==> src/rtl/img_stream_reader_if.sv <==
// Dmem read port plus valid/ready pixel stream with frame framing.
// The master side is the reader; the slave side is memory plus the pixel consumer.
interface img_stream_reader_if;
  logic        oDmem_rden;
  logic [6:0]  oDmem_addr;
  logic [15:0] iDmem_data [15:0];
  logic        oFVAL;
  logic        oDVAL;
  logic [15:0] oDATA;
  logic        iREADY;

  modport master (
    output oDmem_rden, oDmem_addr, oFVAL, oDVAL, oDATA,
    input  iDmem_data, iREADY
  );

  modport slave (
    input  oDmem_rden, oDmem_addr, oFVAL, oDVAL, oDATA,
    output iDmem_data, iREADY
  );
endinterface

==> src/rtl/img_stream_reader.sv <==
// Replays a captured frame from Dmem (16 pixels per line) as a framed valid/ready pixel stream.
// Define IMG_READER_PREFETCH_EN to add a shadow line buffer that removes the inter-line bubble.
module img_stream_reader #(
  parameter int         NUM_PIXELS = 784,
  parameter logic [6:0] BASE_ADDR  = 7'd0,
  parameter int         RD_LAT     = 1
) (
  input  logic                pxlclk,
  input  logic                rst_n,
  input  logic                iEnable,
  input  logic                iStart,
  img_stream_reader_if.master bus,
  output logic                oBusy,
  output logic                oDone
);

  typedef enum logic [2:0] {IDLE, FETCH, WAIT_DATA, STREAM, DONE} state_t;

  localparam logic [11:0] LAST_PIX = 12'(NUM_PIXELS - 1);
  localparam logic [1:0]  LAT      = 2'(RD_LAT);

  state_t      state;
  logic [15:0] linebuf [15:0];
  logic [3:0]  idx;
  logic [11:0] pix_cnt;
  logic [1:0]  lat_cnt;
  logic        xfer;
  logic        last_pix;
  logic        line_end;

`ifdef IMG_READER_PREFETCH_EN
  logic [15:0] shadow [15:0];
  logic        pf_busy;
  logic [1:0]  pf_cnt;
  logic        more_lines;

  // pix_cnt is 16*line when idx==0, so this asks whether another line follows the current one
  assign more_lines = ({1'b0, pix_cnt} + 13'd16) < 13'(NUM_PIXELS);
`endif

  assign xfer      = bus.oDVAL & bus.iREADY;
  assign last_pix  = (pix_cnt == LAST_PIX);
  assign line_end  = (idx == 4'd15) | last_pix;
  assign bus.oDATA = linebuf[idx];
  assign oBusy     = (state != IDLE);

  always_ff @(posedge pxlclk or negedge rst_n) begin
    if (!rst_n) begin
      state          <= IDLE;
      bus.oDmem_rden <= 1'b0;
      bus.oDmem_addr <= BASE_ADDR;
      bus.oFVAL      <= 1'b0;
      bus.oDVAL      <= 1'b0;
      oDone          <= 1'b0;
      idx            <= '0;
      pix_cnt        <= '0;
      lat_cnt        <= '0;
      for (int i = 0; i < 16; i++) linebuf[i] <= '0;
`ifdef IMG_READER_PREFETCH_EN
      for (int i = 0; i < 16; i++) shadow[i] <= '0;
      pf_busy        <= 1'b0;
      pf_cnt         <= '0;
`endif
    end else begin
      bus.oDmem_rden <= 1'b0;
      oDone          <= 1'b0;
      // Abort wins over everything, including a transfer landing on the same edge
      if (state != IDLE && !iEnable) begin
        state     <= IDLE;
        bus.oFVAL <= 1'b0;
        bus.oDVAL <= 1'b0;
`ifdef IMG_READER_PREFETCH_EN
        pf_busy   <= 1'b0;
`endif
      end else begin
`ifdef IMG_READER_PREFETCH_EN
        // A prefetch is issued at idx 0 of a full line, so it lands long before idx 15
        if (pf_busy) begin
          if (pf_cnt == LAT) begin
            shadow  <= bus.iDmem_data;
            pf_busy <= 1'b0;
          end else begin
            pf_cnt <= pf_cnt + 2'd1;
          end
        end
`endif
        case (state)
          IDLE: begin
            if (iEnable && iStart) begin
              state          <= FETCH;
              bus.oDmem_rden <= 1'b1;
              bus.oDmem_addr <= BASE_ADDR;
              pix_cnt        <= '0;
              idx            <= '0;
              lat_cnt        <= '0;
            end
          end
          FETCH: begin
            state   <= WAIT_DATA;
            lat_cnt <= lat_cnt + 2'd1;
          end
          WAIT_DATA: begin
            if (lat_cnt == LAT) begin
              linebuf   <= bus.iDmem_data;
              idx       <= '0;
              state     <= STREAM;
              bus.oDVAL <= 1'b1;
              bus.oFVAL <= 1'b1;
            end else begin
              lat_cnt <= lat_cnt + 2'd1;
            end
          end
          STREAM: begin
            if (xfer) begin
              pix_cnt <= pix_cnt + 12'd1;
              idx     <= idx + 4'd1;
              if (last_pix) begin
                state     <= DONE;
                bus.oDVAL <= 1'b0;
                bus.oFVAL <= 1'b0;
                oDone     <= 1'b1;
              end else if (line_end) begin
`ifdef IMG_READER_PREFETCH_EN
                linebuf <= shadow;
                idx     <= '0;
`else
                state          <= FETCH;
                bus.oDmem_rden <= 1'b1;
                bus.oDmem_addr <= bus.oDmem_addr + 7'd1;
                bus.oDVAL      <= 1'b0;
                lat_cnt        <= '0;
`endif
              end
`ifdef IMG_READER_PREFETCH_EN
              else if (idx == 4'd0 && more_lines) begin
                bus.oDmem_rden <= 1'b1;
                bus.oDmem_addr <= bus.oDmem_addr + 7'd1;
                pf_busy        <= 1'b1;
                pf_cnt         <= '0;
              end
`endif
            end
          end
          DONE: begin
            state <= IDLE;
          end
          default: begin
            state <= IDLE;
          end
        endcase
      end
    end
  end

endmodule

==> src/flat_wrapper.sv <==
// flat-port wrapper written by rule: the top's interface ports become plain ports
module img_stream_reader_flat 
#(
  parameter int         NUM_PIXELS = 784,
  parameter logic [6:0] BASE_ADDR  = 7'd0,
  parameter int         RD_LAT     = 1
)
  (pxlclk, rst_n, iEnable, iStart, oBusy, oDone, bus_oDmem_rden, bus_oDmem_addr, bus_oFVAL, bus_oDVAL, bus_oDATA, bus_iDmem_data, bus_iREADY);
  img_stream_reader_if bus_i ();
  input  logic pxlclk;
  input  logic rst_n;
  input  logic iEnable;
  input  logic iStart;
  output logic oBusy;
  output logic oDone;
  output wire logic [$bits(bus_i.oDmem_rden)-1:0] bus_oDmem_rden;
  output wire logic [$bits(bus_i.oDmem_addr)-1:0] bus_oDmem_addr;
  output wire logic [$bits(bus_i.oFVAL)-1:0] bus_oFVAL;
  output wire logic [$bits(bus_i.oDVAL)-1:0] bus_oDVAL;
  output wire logic [$bits(bus_i.oDATA)-1:0] bus_oDATA;
  input wire logic [$bits(bus_i.iDmem_data)-1:0] bus_iDmem_data;
  input wire logic [$bits(bus_i.iREADY)-1:0] bus_iREADY;
  assign bus_oDmem_rden = bus_i.oDmem_rden;
  assign bus_oDmem_addr = bus_i.oDmem_addr;
  assign bus_oFVAL = bus_i.oFVAL;
  assign bus_oDVAL = bus_i.oDVAL;
  assign bus_oDATA = bus_i.oDATA;
  assign bus_i.iDmem_data = {>>{bus_iDmem_data}};
  assign bus_i.iREADY = bus_iREADY;
  img_stream_reader #(.NUM_PIXELS(NUM_PIXELS), .BASE_ADDR(BASE_ADDR), .RD_LAT(RD_LAT)) u_core (.pxlclk(pxlclk), .rst_n(rst_n), .iEnable(iEnable), .iStart(iStart), .bus(bus_i), .oBusy(oBusy), .oDone(oDone));
endmodule
==> config.mk <==
export PLATFORM = sky130hd
export DESIGN_NAME = img_stream_reader_flat
export DESIGN_NICKNAME = d
export VERILOG_FILES = /design/src/rtl/img_stream_reader_if.sv /design/src/rtl/img_stream_reader.sv /design/src/flat_wrapper.sv
export SDC_FILE = /design/constraint.sdc
export NUM_CORES = 1
export LEC_CHECK = 0
export CAP_MARGIN = 25
export CELL_PAD_IN_SITES_DETAIL_PLACEMENT = 0
export CELL_PAD_IN_SITES_GLOBAL_PLACEMENT = 1
export CORE_MARGIN = 5
export CORE_UTILIZATION = 42
export DETAILED_ROUTE_END_ITERATION = 16
export GPL_ROUTABILITY_DRIVEN = 1
export GPL_TIMING_DRIVEN = 0
export PLACE_DENSITY_LB_ADDON = 0.1
export SLEW_MARGIN = 20
export SYNTH_ARGS = -nofsm -noshare
export SYNTH_HDL_FRONTEND = slang
export SYNTH_SLANG_ARGS = --single-unit
==> constraint.sdc <==
create_clock -name pxlclk -period 2.3 [get_ports pxlclk]
set_input_delay 0.23 -clock pxlclk [delete_from_list [all_inputs] [get_ports pxlclk]]
set_output_delay 0.23 -clock pxlclk [all_outputs]
set_load 0.005 [all_outputs]
Word level (Yosys, flattened, before mapping)
Cells that the tools add are included.
{"block": "word_totals", "reg_bits": 288, "wordCells": 114}
{"block": "classes", "n_eq_ne": 17, "n_bitwise": 3, "add_sub_neg": 4, "magnitude_cmp": 1, "reduce_logical": 17, "mux": 47}
{"cell": "binary-select mux 16 bit (select 4 bit)", "n": 1}
{"cell": "two-way mux 7 bit", "n": 4}
{"cell": "two-way mux 12 bit", "n": 2}
{"cell": "one-hot mux 12 bit (2 select lines)", "n": 1}
{"cell": "two-way mux 3 bit", "n": 6}
{"cell": "two-way mux 1 bit", "n": 17}
{"cell": "two-way mux 16 bit", "n": 1}
{"cell": "AND reduction 4 bit", "n": 4}
{"cell": "one-hot mux 7 bit (2 select lines)", "n": 1}
{"cell": "adder 12 x 1 -> 12 bit (second input constant)", "n": 1}
{"cell": "equality test 12 x 10 -> 1 bit (second input constant)", "n": 1}
{"cell": "two-way mux 4 bit", "n": 3}
{"cell": "!= test 3 x 1 -> 1 bit (second input constant)", "n": 4}
{"cell": "one-hot mux 3 bit (4 select lines)", "n": 1}
{"cell": "one-hot mux 4 bit (3 select lines)", "n": 1}
{"cell": "two-way mux 2 bit", "n": 5}
{"cell": "nonzero test 3 bit", "n": 3}
{"cell": "!= test 2 x 1 -> 1 bit (second input constant)", "n": 4}
{"cell": "one-hot mux 2 bit (4 select lines)", "n": 1}
{"cell": "adder 7 x 1 -> 7 bit (second input constant)", "n": 1}
{"cell": "AND reduction 7 bit", "n": 1}
{"cell": "equality test 3 x 2 -> 1 bit (second input constant)", "n": 2}
{"cell": "one-hot mux 1 bit (2 select lines)", "n": 3}
{"cell": "AND reduction 6 bit", "n": 1}
{"cell": "other kinds (18)", "n": 20}

Logic depth before layout (Yosys ltp)
Gate-level depths: netlist of the first run.
{"block": "depth", "ltp_word": 7, "ltp_mapped": 8, "ltp_nobuf": 7}

Worst setup path after synthesis of the first run
OpenSTA, ideal clock, no wires.
{"block": "synth_timing", "path_type": "register to output", "from": "register u_core.idx[0]", "to": "output bus_oDATA[5]", "path_buffers": 2, "stages_incl_launch_ff": 6, "arrival_time_ps": 1855, "slack_ps": 215, "path_cell_list": "dfrtp_1 buf_2 buf_1 mux4_2 a22oi_1 nand2_1"}
{"block": "synth_via", "elab_chain_cells": 2}
{"element": "from (decl)", "line": "img_stream_reader.sv:24", "source": "logic [3:0] idx;"}
{"element": "from (signal assigned)", "line": "img_stream_reader.sv:116", "source": "idx <= idx + 4'd1;"}
{"element": "binary-select mux 16 bit (select 4 bit)", "line": "img_stream_reader.sv:44", "source": "assign bus.oDATA = linebuf[idx];"}
{"element": "two-way mux 16 bit (implied by the code)", "line": "img_stream_reader.sv:44"}
{"element": "to (decl)", "line": "flat_wrapper.sv:20", "source": "output wire logic [$bits(bus_i.oDATA)-1:0] bus_oDATA;"}
Every way passes these cells. The select of a mux whose other input is x is not followed.

Final worst setup path of the first run
{"block": "layout_timing", "from": "register u_core.idx[0]", "to": "output bus_oDATA[7]"}
Same word-level chain as after synthesis.

==> results of run 1 <==
[per-layer routing]
metal / GRT usage (%) / vias to the layer above / share of wire, %
met2: 37.1 / 252 / 49
li1: - / 4201 / -
met3: 6.26 / 68 / 6.7
met1: 29.4 / 4579 / 42
met4: 6.11 / 10 / 2.4
met5: 0 / - / 0.17
[worst min-delay path by stage]
stage                          to  slack [ps]  depth (start not counted)
4_1_cts         u_core.pix_cnt[6]         200                          2
2_1_floorplan    u_core.bus.oDVAL         -70                          0
5_1_grt         u_core.pix_cnt[6]         240                          2
6_report        u_core.pix_cnt[6]         210                          2
3_3_place_gp   u_core.linebuf[62]         460                          1
3_5_place_dp    u_core.pix_cnt[6]         150                          1
[report_power, final]
| part | total [mW] | internal, mW | switching, mW | leakage [nW] |
|---|---|---|---|---|
| Combinational | 7.78 | 4.47 | 3.31 | 3.87 |
| Clock | 5.24 | 3.15 | 2.09 | 0.541 |
| Sequential | 8.44 | 7.31 | 1.14 | 3.58 |
[worst register-to-register path, stage by stage, from the launching register on]
cell	delay, ps
dfrtp_2	400
nand2b_1	130
buf_2	170
or2_1	270
nor3_4	230
buf_12	150
buf_6	180
buf_6	210
mux2_1	340
[kinds of logic (layout without fill, tap and decap cells)]
kind of cell,count (synthesis),in the layout,synth area share [%]
flip-flops,288,288,54.0
adder cells (fa/ha/maj),4,4,0.375
XOR/XNOR,10,10,0.656
AO/OA/AOI/OAI,123,123,6.07
other,0,3,0
AND/OR/NAND/NOR,89,89,3.33
multiplexers,358,358,32.5
buffers and inverters,69,437,3.14
[cell usage after synthesis, types with 3 or more instances]
library cell / number
dfrtp_1: 288
mux2_1: 200
mux2_2: 77
mux2i_1: 48
o21ai_0: 46
mux4_2: 32
nor2_1: 25
nand2_1: 24
a21oi_1: 21
a22oi_1: 17
a221oi_1: 16
buf_4: 16
clkbuf_1: 16
buf_2: 14
buf_6: 11
nand3_1: 10
inv_1: 8
xor2_1: 8
nand4_1: 7
a22o_1: 4
buf_1: 4
ha_1: 4
a21o_1: 3
and2_1: 3
nand2b_1: 3
o31ai_1: 3
[layout make-up]
| cell class | instances | area, sq um |
|---|---|---|
| tap | 402 | 503 |
| inverter | 8 | 30.0 |
| antenna | 3 | 7.51 |
| fill | 2530 | 12500 |
| multi-input combinational | 584 | 6220 |
| clock buffer | 52 | 1050 |
| buffer | 58 | 698 |
| clock inverter | 6 | 36.3 |
| sequential | 288 | 7210 |
| timing repair buffer | 313 | 3220 |
[sequential cells by signal (all words and copies together), names as in the netlist]
name	flops
u_core.bus.oDmem_addr	7
u_core.state	3
u_core.bus.oDVAL	1
u_core.idx	4
u_core.bus.oFVAL	1
u_core.linebuf	256
u_core.bus.oDmem_rden	1
u_core.lat_cnt	2
u_core.oDone	1
u_core.pix_cnt	12
[what timing repair did]
| action | 4_1_cts | 5_1_grt |
|---|---|---|
| pin swaps | 33 | 12 |
| gates cloned | 2 | 3 |
| hold buffers | 1 | 0 |
| endpoints found under the hold margin | 41 | 0 |
| buffers inserted | 14 | 3 |
| setup endpoints to repair | 242 | 220 |
| resized for setup | 232 | 52 |
==> impl_metrics.py, run 1 <==
metrics = {
    "finish": {
        "nets": 1552,
        "final_cells": 1714,
        "drive_above_1_share_pct": 25.4,
        "finish.utilization_pct": 60.3,
        "synthToLayoutAreaGrowth_pct": 42.1,
        "finalInstanceArea_sq_mm": 0.0190,
        "final_common_cell": "dfrtp_1",
        "final_cell_mix": "dfrtp_1 (286), clkdlybuf4s50_1 (271), mux2_1 (200)",
    },
    "setup_path": {
        "r2r_cells": 8,
        "critPathLaunchType": "register",
        "path_delay_family": "buffers and inverters",
        "cp_max_fo": 10,
        "cp.buffers_inverters": 4,
        "worstSetupPathType": "register to output pin",
        "worstSetupStartpoint": "u_core.idx[0]",
        "r2r-start": "u_core.state[2]",
        "cp-end-kind": "output pin",
        "arrival_ps": 2330,
        "cp.required_ps": 2070,
        "slowest_stage": "a221oi_4",
        "crit_chain": "buf_12 > buf_4 > buf_6 > mux2i_1 > a221oi_4 > o21ai_0 > nand2_1 > buf_2",
        "worst_r2r_endpoint": "u_core.linebuf[19]",
        "reg2reg_slack_ps": 100,
        "max_stage_delay_ps": 430,
        "critPathCapture": "bus_oDATA[7]",
        "cp_num_cells": 8,
    },
    "drt": {
        "route.vias.total": 9110,
        "wire_per_inst_um": 23.5,
        "antenna_left": 0,
        "wl_mm": 40.3,
        "dr.first_iter.drc_count": 331,
        "viasPerCell": 5.32,
        "drc": 0,
        "dr.pass1.iters": 4,
    },
    "floorplanning": {
        "dieArea_sq_mm": 0.0355,
        "die_height_um": 188,
        "num_io_pins": 289,
        "start_util_pct": 42.4,
        "chipWidth_um": 188,
        "fp.coreArea_sq_mm": 0.0315,
        "rows": 65,
    },
    "sta": {
        "finalHoldViolations": 0,
        "final_max_slew_viol_count": 0,
        "finalCritPeriodShare_pct": 111,
        "clock_skew_ps": 14.4,
        "max_freq_mhz": 391,
        "fin_ws_ps": -258,
        "max-slew-margin-rel_pct": 60.8,
        "finalHoldWorstSlack_ps": 211,
        "tns_ps": -3470,
        "rsz0062_at_grt": "yes",
        "tightest_slew_ps": 586,
        "period_needed_ps": 2560,
        "setup_viol": 16,
    },
    "outcome": {
        "status": "finished, violations left",
        "violations": "negative setup slack",
    },
    "synthesis": {
        "synth_seq_area_share_pct": 54.0,
        "synth_ff_type": "dfrtp_1",
        "yosys-top-cells-area": "dfrtp_1 (54%), mux2_1 (17%), mux2_2 (6.5%)",
        "synth_seq_cells": 288,
        "async_reset_ff_share_pct": 100,
        "synthCells": 941,
        "synth_cell_types": 50,
        "yosys_warnings": 0,
        "syn_area_sq_mm": 0.0134,
        "avgSynthCellArea_sq_um": 14.2,
        "synth_edf_count": 0,
        "syn_nets": 1206,
        "yosysTopAreaCell": "dfrtp_1",
        "synth_top_area_share_pct": 54.0,
    },
    "clocking": {
        "cts.sinks": 288,
        "clk_latency_ps": 510,
        "cts_tree": "built",
        "h-tree-depth": 2,
        "cts_buffers": 34,
        "cts_buffer_depth": 3,
        "clockRootBuffer": "clkbuf_16",
        "path_clk_slew_ps": 50,
    },
    "global_route": {
        "grt_max_degree": 96,
        "grt_util_all_layers_pct": 22.5,
        "antenna_found_initial": 9,
        "grt_pass1_wl_mm": 61.0,
        "first_global_vias": 9940,
        "globalRoute.totalOverflow": 0,
    },
    "power": {
        "p_total_mw": 21.5,
        "ir_drop_mv": 0.685,
        "powerDensity_mw_per_mm2": 1130,
        "leakage_nw": 7.99,
    },
    "placement": {
        "dpl.hpwl_mm": 29.9,
        "dp_slack_ps": -1080,
        "gp_congestion": 0.821,
        "placed_area_sq_mm": 0.0168,
        "port_buffers": 288,
        "place_inst": 1634,
    },
    "job": {
        "maxCapViolations": 0,
    },
    "worst_hold_path": {
        "hp-class": "input port to asynchronous set/reset pin",
    },
}
Note: power is estimated with default switching activity, not from simulation.
==> run 2: changes to the inputs <==
--- a/config.mk
+++ b/config.mk
@@ -14,7 +14,6 @@
 export GPL_ROUTABILITY_DRIVEN = 1
 export GPL_TIMING_DRIVEN = 0
 export PLACE_DENSITY_LB_ADDON = 0.1
-export SLEW_MARGIN = 20
 export SYNTH_ARGS = -nofsm -noshare
 export SYNTH_HDL_FRONTEND = slang
 export SYNTH_SLANG_ARGS = --single-unit
==> run 2 against run 1 <==
The flow still finishes with violations (negative setup slack). Clock skew is essentially flat. Clock-buffer cell count grew 4. Total power grew 1.2%. Sequential share of layout area shrank 0.32 points. Setup slack lost 22 ps. Sequential power is essentially flat. Non-clock buffer count grew 9. Cell area grew 0.86%. Core utilization grew 0.52 points. First-iteration DRC count grew 10%.
==> impl_metrics.py, run 2 (synthesized netlist as in run 1, its figures left out) <==
metrics = {
    "outcome": {
        "status": "finished, violations left",
        "violations": "negative setup slack",
    },
    "sta": {
        "finalCritPeriodShare_pct": 112,
        "final_max_slew_viol_count": 0,
        "tightest_slew_ps": 590,
        "rsz0062_at_grt": "yes",
        "fin_ws_ps": -280,
        "max_freq_mhz": 388,
        "finalHoldViolations": 0,
        "max-slew-margin-rel_pct": 60.6,
        "clock_skew_ps": 14.3,
        "setup_viol": 16,
        "finalHoldWorstSlack_ps": 204,
        "period_needed_ps": 2580,
    },
    "drt": {
        "wl_met3_mm": 2.90,
        "route.vias.total": 9245,
        "viasPerCell": 5.36,
        "drc": 0,
        "wl_mm": 40.8,
        "dr.first_iter.drc_count": 365,
        "dr.pass1.iters": 4,
        "antenna_left": 0,
        "highest_layer": "met5",
        "met1_length_mm": 17.0,
        "wire_per_inst_um": 23.7,
        "wl_met2_mm": 20.0,
    },
    "setup_path": {
        "path_delay_family": "buffers and inverters",
        "cp-end-kind": "output pin",
        "r2r_cells": 8,
        "crit_chain": "buf_6 > buf_12 > clkbuf_16 > buf_4 > mux2i_1 > a221oi_2 > o21ai_0 > nand2_1 > buf_2",
        "max_stage_delay_ps": 410,
        "cp.buffers_inverters": 5,
        "critPathLaunchType": "register",
        "worstSetupPathType": "register to output pin",
        "cp_num_cells": 9,
        "cp_max_fo": 8,
        "slowest_stage": "dfrtp_2",
        "cp.required_ps": 2070,
        "arrival_ps": 2350,
        "reg2reg_slack_ps": 50,
    },
    "finish": {
        "largest_register_ffs": 256,
        "final_common_cell": "dfrtp_1",
        "synthToLayoutAreaGrowth_pct": 43.3,
        "multi_input_area_sq_mm": 0.00623,
        "largestRegisters": "u_core.linebuf x256, u_core.pix_cnt x12, u_core.bus.oDmem_addr x7",
        "final_cell_mix": "dfrtp_1 (285), clkdlybuf4s50_1 (271), mux2_1 (200)",
        "regMostFlops": "u_core.linebuf",
        "nets": 1562,
        "ff_latch_area_sq_mm": 0.00721,
        "drive_above_1_share_pct": 25.3,
        "n_fill_cell": 2550,
    },
    "global_route": {
        "antenna_found_initial": 8,
        "grt_util_all_layers_pct": 22.9,
        "grt_max_degree": 97,
        "first_global_vias": 10100,
        "grt_pass1_wl_mm": 61.8,
        "globalRoute.totalOverflow": 0,
    },
    "floorplanning": {
        "num_io_pins": 289,
        "die_height_um": 188,
        "chipWidth_um": 188,
        "start_util_pct": 42.4,
        "dieArea_sq_mm": 0.0355,
        "rows": 65,
        "fp.coreArea_sq_mm": 0.0315,
    },
    "clocking": {
        "cts_buffers": 35,
        "cts.sinks": 288,
        "clk_latency_ps": 500,
        "path_clk_slew_ps": 60,
        "clockRootBuffer": "clkbuf_16",
        "cts_buffer_depth": 3,
        "h-tree-depth": 2,
        "cts_tree": "built",
    },
    "job": {
        "maxCapViolations": 0,
    },
    "placement": {
        "gp_congestion": 0.821,
        "dpl.hpwl_mm": 30.0,
        "dp_slack_ps": -1070,
        "port_buffers": 288,
    },
    "worst_hold_path": {
        "hp-class": "input port to asynchronous set/reset pin",
    },
    "power": {
        "ir_drop_mv": 0.554,
        "powerDensity_mw_per_mm2": 1130,
        "leakage_nw": 8.05,
    },
}
run 2: cell count changes in the layout (fill, tap and decap cells not counted), moves of 3 or more:
cell      previous run  this run
mux2_2              77        74
a22oi_2             12         5
mux2i_1             31        34
a22oi_1              5        12
o21ai_0             27        16
clkbuf_1            11        15
mux2i_4              3         8
mux2i_2             14         6
o21ai_2              8        11
buf_8                4        10
o21ai_1             13        21
mux2_4               1         4
clkinv_2             5         1
run 2: cell type report:
class	count	share of cell area [%]
Tap cell	402	2.63
Antenna cell	4	0.0523
Multi-Input combinational cell	584	32.6
Timing Repair Buffer	321	17.3
Sequential cell	288	37.7
Clock buffer	56	5.58
Inverter	8	0.157
Clock inverter	2	0.0654
Buffer	59	3.96
run 2: through the flow:
stage	power (mW)	setup TNS, ps	instance area (sq um)	std cells	util (%)
2_1_floorplan	12.4	0	13400	941	-
3_3_place_gp	15.0	-3551040	16700	1631	53.2
3_5_place_dp	15.2	-110630	16800	1634	53.5
4_1_cts	21.7	-4310	18900	1713	60.1
5_1_grt	23.0	-4450	19100	1722	60.8
6_report	21.7	-3320	19100	1724	60.8
run 2: power breakdown:
| part | internal, mW | total, mW | switching, mW |
|---|---|---|---|
| clock network | 3.15 | 5.20 | 2.04 |
| logic | 4.66 | 8.05 | 3.38 |
| registers | 7.31 | 8.47 | 1.16 |
run 2: worst paths after layout:
kind / end / from
min reg2reg: u_core.bus.oFVAL / u_core.bus.oFVAL
min: u_core.pix_cnt[6] / rst_n
max in group asynchronous: u_core.idx[0] / rst_n
min in group pxlclk: u_core.linebuf[33] / bus_iDmem_data[33]
max: bus_oDATA[15] / u_core.idx[0]
max reg2reg: u_core.linebuf[134] / u_core.state[2]
run 2: layer usage:
metal,global-route usage [%],up-vias
li1,-,4224
met1,29.7,4710
met2,38.3,244
met3,6.65,57
met4,5.38,10
met5,0,-
run 2: timing repair:
action | in CTS | in global routing
resized for setup | 264 | 52
hold buffers | 1 | 0
pin swaps | 31 | 13
setup endpoints to repair | 259 | 222
cloned | 4 | 2
endpoints found under the hold margin | 40 | 0
buffers inserted | 18 | 6
==> run 3: changes to the inputs <==
--- a/config.mk
+++ b/config.mk
@@ -9,7 +9,7 @@
 export CELL_PAD_IN_SITES_DETAIL_PLACEMENT = 0
 export CELL_PAD_IN_SITES_GLOBAL_PLACEMENT = 1
 export CORE_MARGIN = 5
-export CORE_UTILIZATION = 42
+export CORE_UTILIZATION = 45
 export DETAILED_ROUTE_END_ITERATION = 16
 export GPL_ROUTABILITY_DRIVEN = 1
 export GPL_TIMING_DRIVEN = 0
==> constraint.sdc (replaced) <==
create_clock -name pxlclk -period 3.3 [get_ports pxlclk]
set_input_delay 0.33 -clock pxlclk [delete_from_list [all_inputs] [get_ports pxlclk]]
set_output_delay 0.33 -clock pxlclk [all_outputs]
set_load 0.005 [all_outputs]
==> run 3 against run 2 <==
The flow now finishes without violations. Non-clock buffer count is 25 lower. Hold slack improved by 92 ps. Combinational power fell by 41%. Critical path depth down 2. Sequential power is 31% lower. Core utilization is 0.58 points higher. Via count is 1.4% lower. Global-route usage rose by 0.21 points. Sequential share of layout area increased by 2.1 points. Flip-flop and latch count is the same. Largest power group unchanged.
==> impl_metrics.py, run 3 (synthesized netlist as in run 1, its figures left out) <==
metrics = {
    "sta": {
        "max-slew-margin-rel_pct": 42.8,
        "fin_ws_ps": 117,
        "period_needed_ps": 3180,
        "setup_viol": 0,
        "tightest_slew_ps": 851,
        "clock_skew_ps": 10.2,
        "finalCritPeriodShare_pct": 96.5,
        "finalHoldViolations": 0,
        "final_max_slew_viol_count": 0,
        "max_freq_mhz": 314,
    },
    "finish": {
        "largest_register_ffs": 256,
        "multi_input_area_sq_mm": 0.00591,
        "final_cells": 1679,
        "synthToLayoutAreaGrowth_pct": 35.5,
        "finalInstanceArea_sq_mm": 0.0181,
        "drive_above_1_share_pct": 19.8,
        "nets": 1533,
        "n_fill_cell": 2348,
        "regMostFlops": "u_core.linebuf",
        "final_cell_mix": "dfrtp_1 (288), clkdlybuf4s50_1 (286), mux2_1 (200)",
        "largestRegisters": "u_core.linebuf x256, u_core.pix_cnt x12, u_core.bus.oDmem_addr x7",
        "ff_latch_area_sq_mm": 0.00721,
        "final_common_cell": "dfrtp_1",
        "finish.utilization_pct": 61.4,
    },
    "floorplanning": {
        "rows": 63,
        "chipWidth_um": 182,
        "start_util_pct": 45.3,
        "fp.coreArea_sq_mm": 0.0295,
        "num_io_pins": 289,
        "dieArea_sq_mm": 0.0332,
        "die_height_um": 182,
    },
    "job": {
        "maxCapViolations": 0,
    },
    "drt": {
        "dr.first_iter.drc_count": 392,
        "wire_per_inst_um": 23.2,
        "antenna_left": 0,
        "wl_mm": 39.0,
        "drc": 0,
        "wl_met2_mm": 19.0,
        "wl_met3_mm": 2.42,
        "highest_layer": "met5",
        "dr.pass1.iters": 4,
        "met1_length_mm": 16.6,
        "route.vias.total": 9118,
        "viasPerCell": 5.43,
    },
    "global_route": {
        "grt_pass1_wl_mm": 58.7,
        "antenna_found_initial": 7,
        "first_global_vias": 9727,
        "grt_util_all_layers_pct": 23.1,
        "globalRoute.totalOverflow": 0,
        "grt_max_degree": 119,
    },
    "placement": {
        "dpl.hpwl_mm": 29.2,
        "place_inst": 1621,
        "placed_area_sq_mm": 0.0168,
        "gp_congestion": 0.794,
        "port_buffers": 288,
        "dp_slack_ps": -282,
    },
    "power": {
        "powerDensity_mw_per_mm2": 777,
        "leakage_nw": 7.69,
        "ir_drop_mv": 0.485,
    },
    "clocking": {
        "cts_tree": "built",
        "h-tree-depth": 1,
        "cts_buffers": 31,
        "cts.sinks": 288,
        "clockRootBuffer": "clkbuf_16",
        "path_clk_slew_ps": 60,
        "clk_latency_ps": 560,
        "cts_buffer_depth": 3,
    },
    "setup_path": {
        "cp.required_ps": 2970,
        "worstSetupPathType": "register to output pin",
        "arrival_ps": 2850,
        "critPathLaunchType": "register",
        "cp-end-kind": "output pin",
        "cp_max_fo": 10,
    },
    "worst_hold_path": {
        "hp-class": "input port to asynchronous set/reset pin",
    },
    "outcome": {
        "status": "complete, no violations",
    },
}
run 3: per-stage QoR:
step | hold WS (ps) | total power [mW] | setup TNS (ps)
5_1_grt | 331 | 14.9 | -0.411
3_5_place_dp | 292 | 10.5 | -1130
3_3_place_gp | 462 | 10.4 | -3121190
2_1_floorplan | 34.4 | 8.66 | 0
6_report | 296 | 14.1 | 0
4_1_cts | 298 | 14.2 | -23.1
run 3: critical path, cell delays in order (launching register included):
cell and delay (ps):
dfrtp_1 380, clkbuf_4 220, and2_4 260, clkbuf_4 240, a221oi_2 380, o21ai_0 120, nand2_1 100, clkdlybuf4s50_1 580
run 3: per-layer routing:
metal  GRT usage [%]  up-vias
li1                -     4140
met1            31.2     4672
met2            38.6      244
met3            5.08       54
met4            5.16        8
met5               0        -
run 3: cell type report:
class	count	share of cell area, %
Antenna cell	3	0.0415
Timing Repair Buffer	296	16.5
Clock buffer	43	4.87
Multi-Input combinational cell	584	32.6
Buffer	59	2.55
Sequential cell	288	39.8
Inverter	8	0.166
Tap cell	390	2.70
Clock inverter	8	0.684
run 3: path summary, 6_finish.rpt:
check	start	endpoint	slack, ps	cells after the start
worst min register to register	u_core.linebuf[34]	u_core.linebuf[34]	480	1
min in group pxlclk	bus_iDmem_data[108]	u_core.linebuf[108]	370	2
worst max register to register	u_core.pix_cnt[5]	u_core.lat_cnt[1]	840	5
worst max-delay path	u_core.idx[1]	bus_oDATA[10]	120	7
worst min-delay path	rst_n	u_core.pix_cnt[7]	300	2
max in group asynchronous	rst_n	u_core.linebuf[35]	1990	3
run 3: power by group:
| group | switching (mW) | total [mW] | leakage, nW | internal, mW |
|---|---|---|---|---|
| logic | 2.02 | 4.74 | 3.61 | 2.72 |
| clock network | 1.39 | 3.47 | 0.487 | 2.07 |
| registers | 0.762 | 5.85 | 3.59 | 5.09 |
run 3: what timing repair did:
item | CTS | global route
endpoints found under the setup margin | 16 | 16
hold endpoints to repair | 56 | 0
pin swaps | 5 | 3
hold buffers | 1 | 0
gates resized for setup | 55 | 28
buffers inserted | 5 | 0
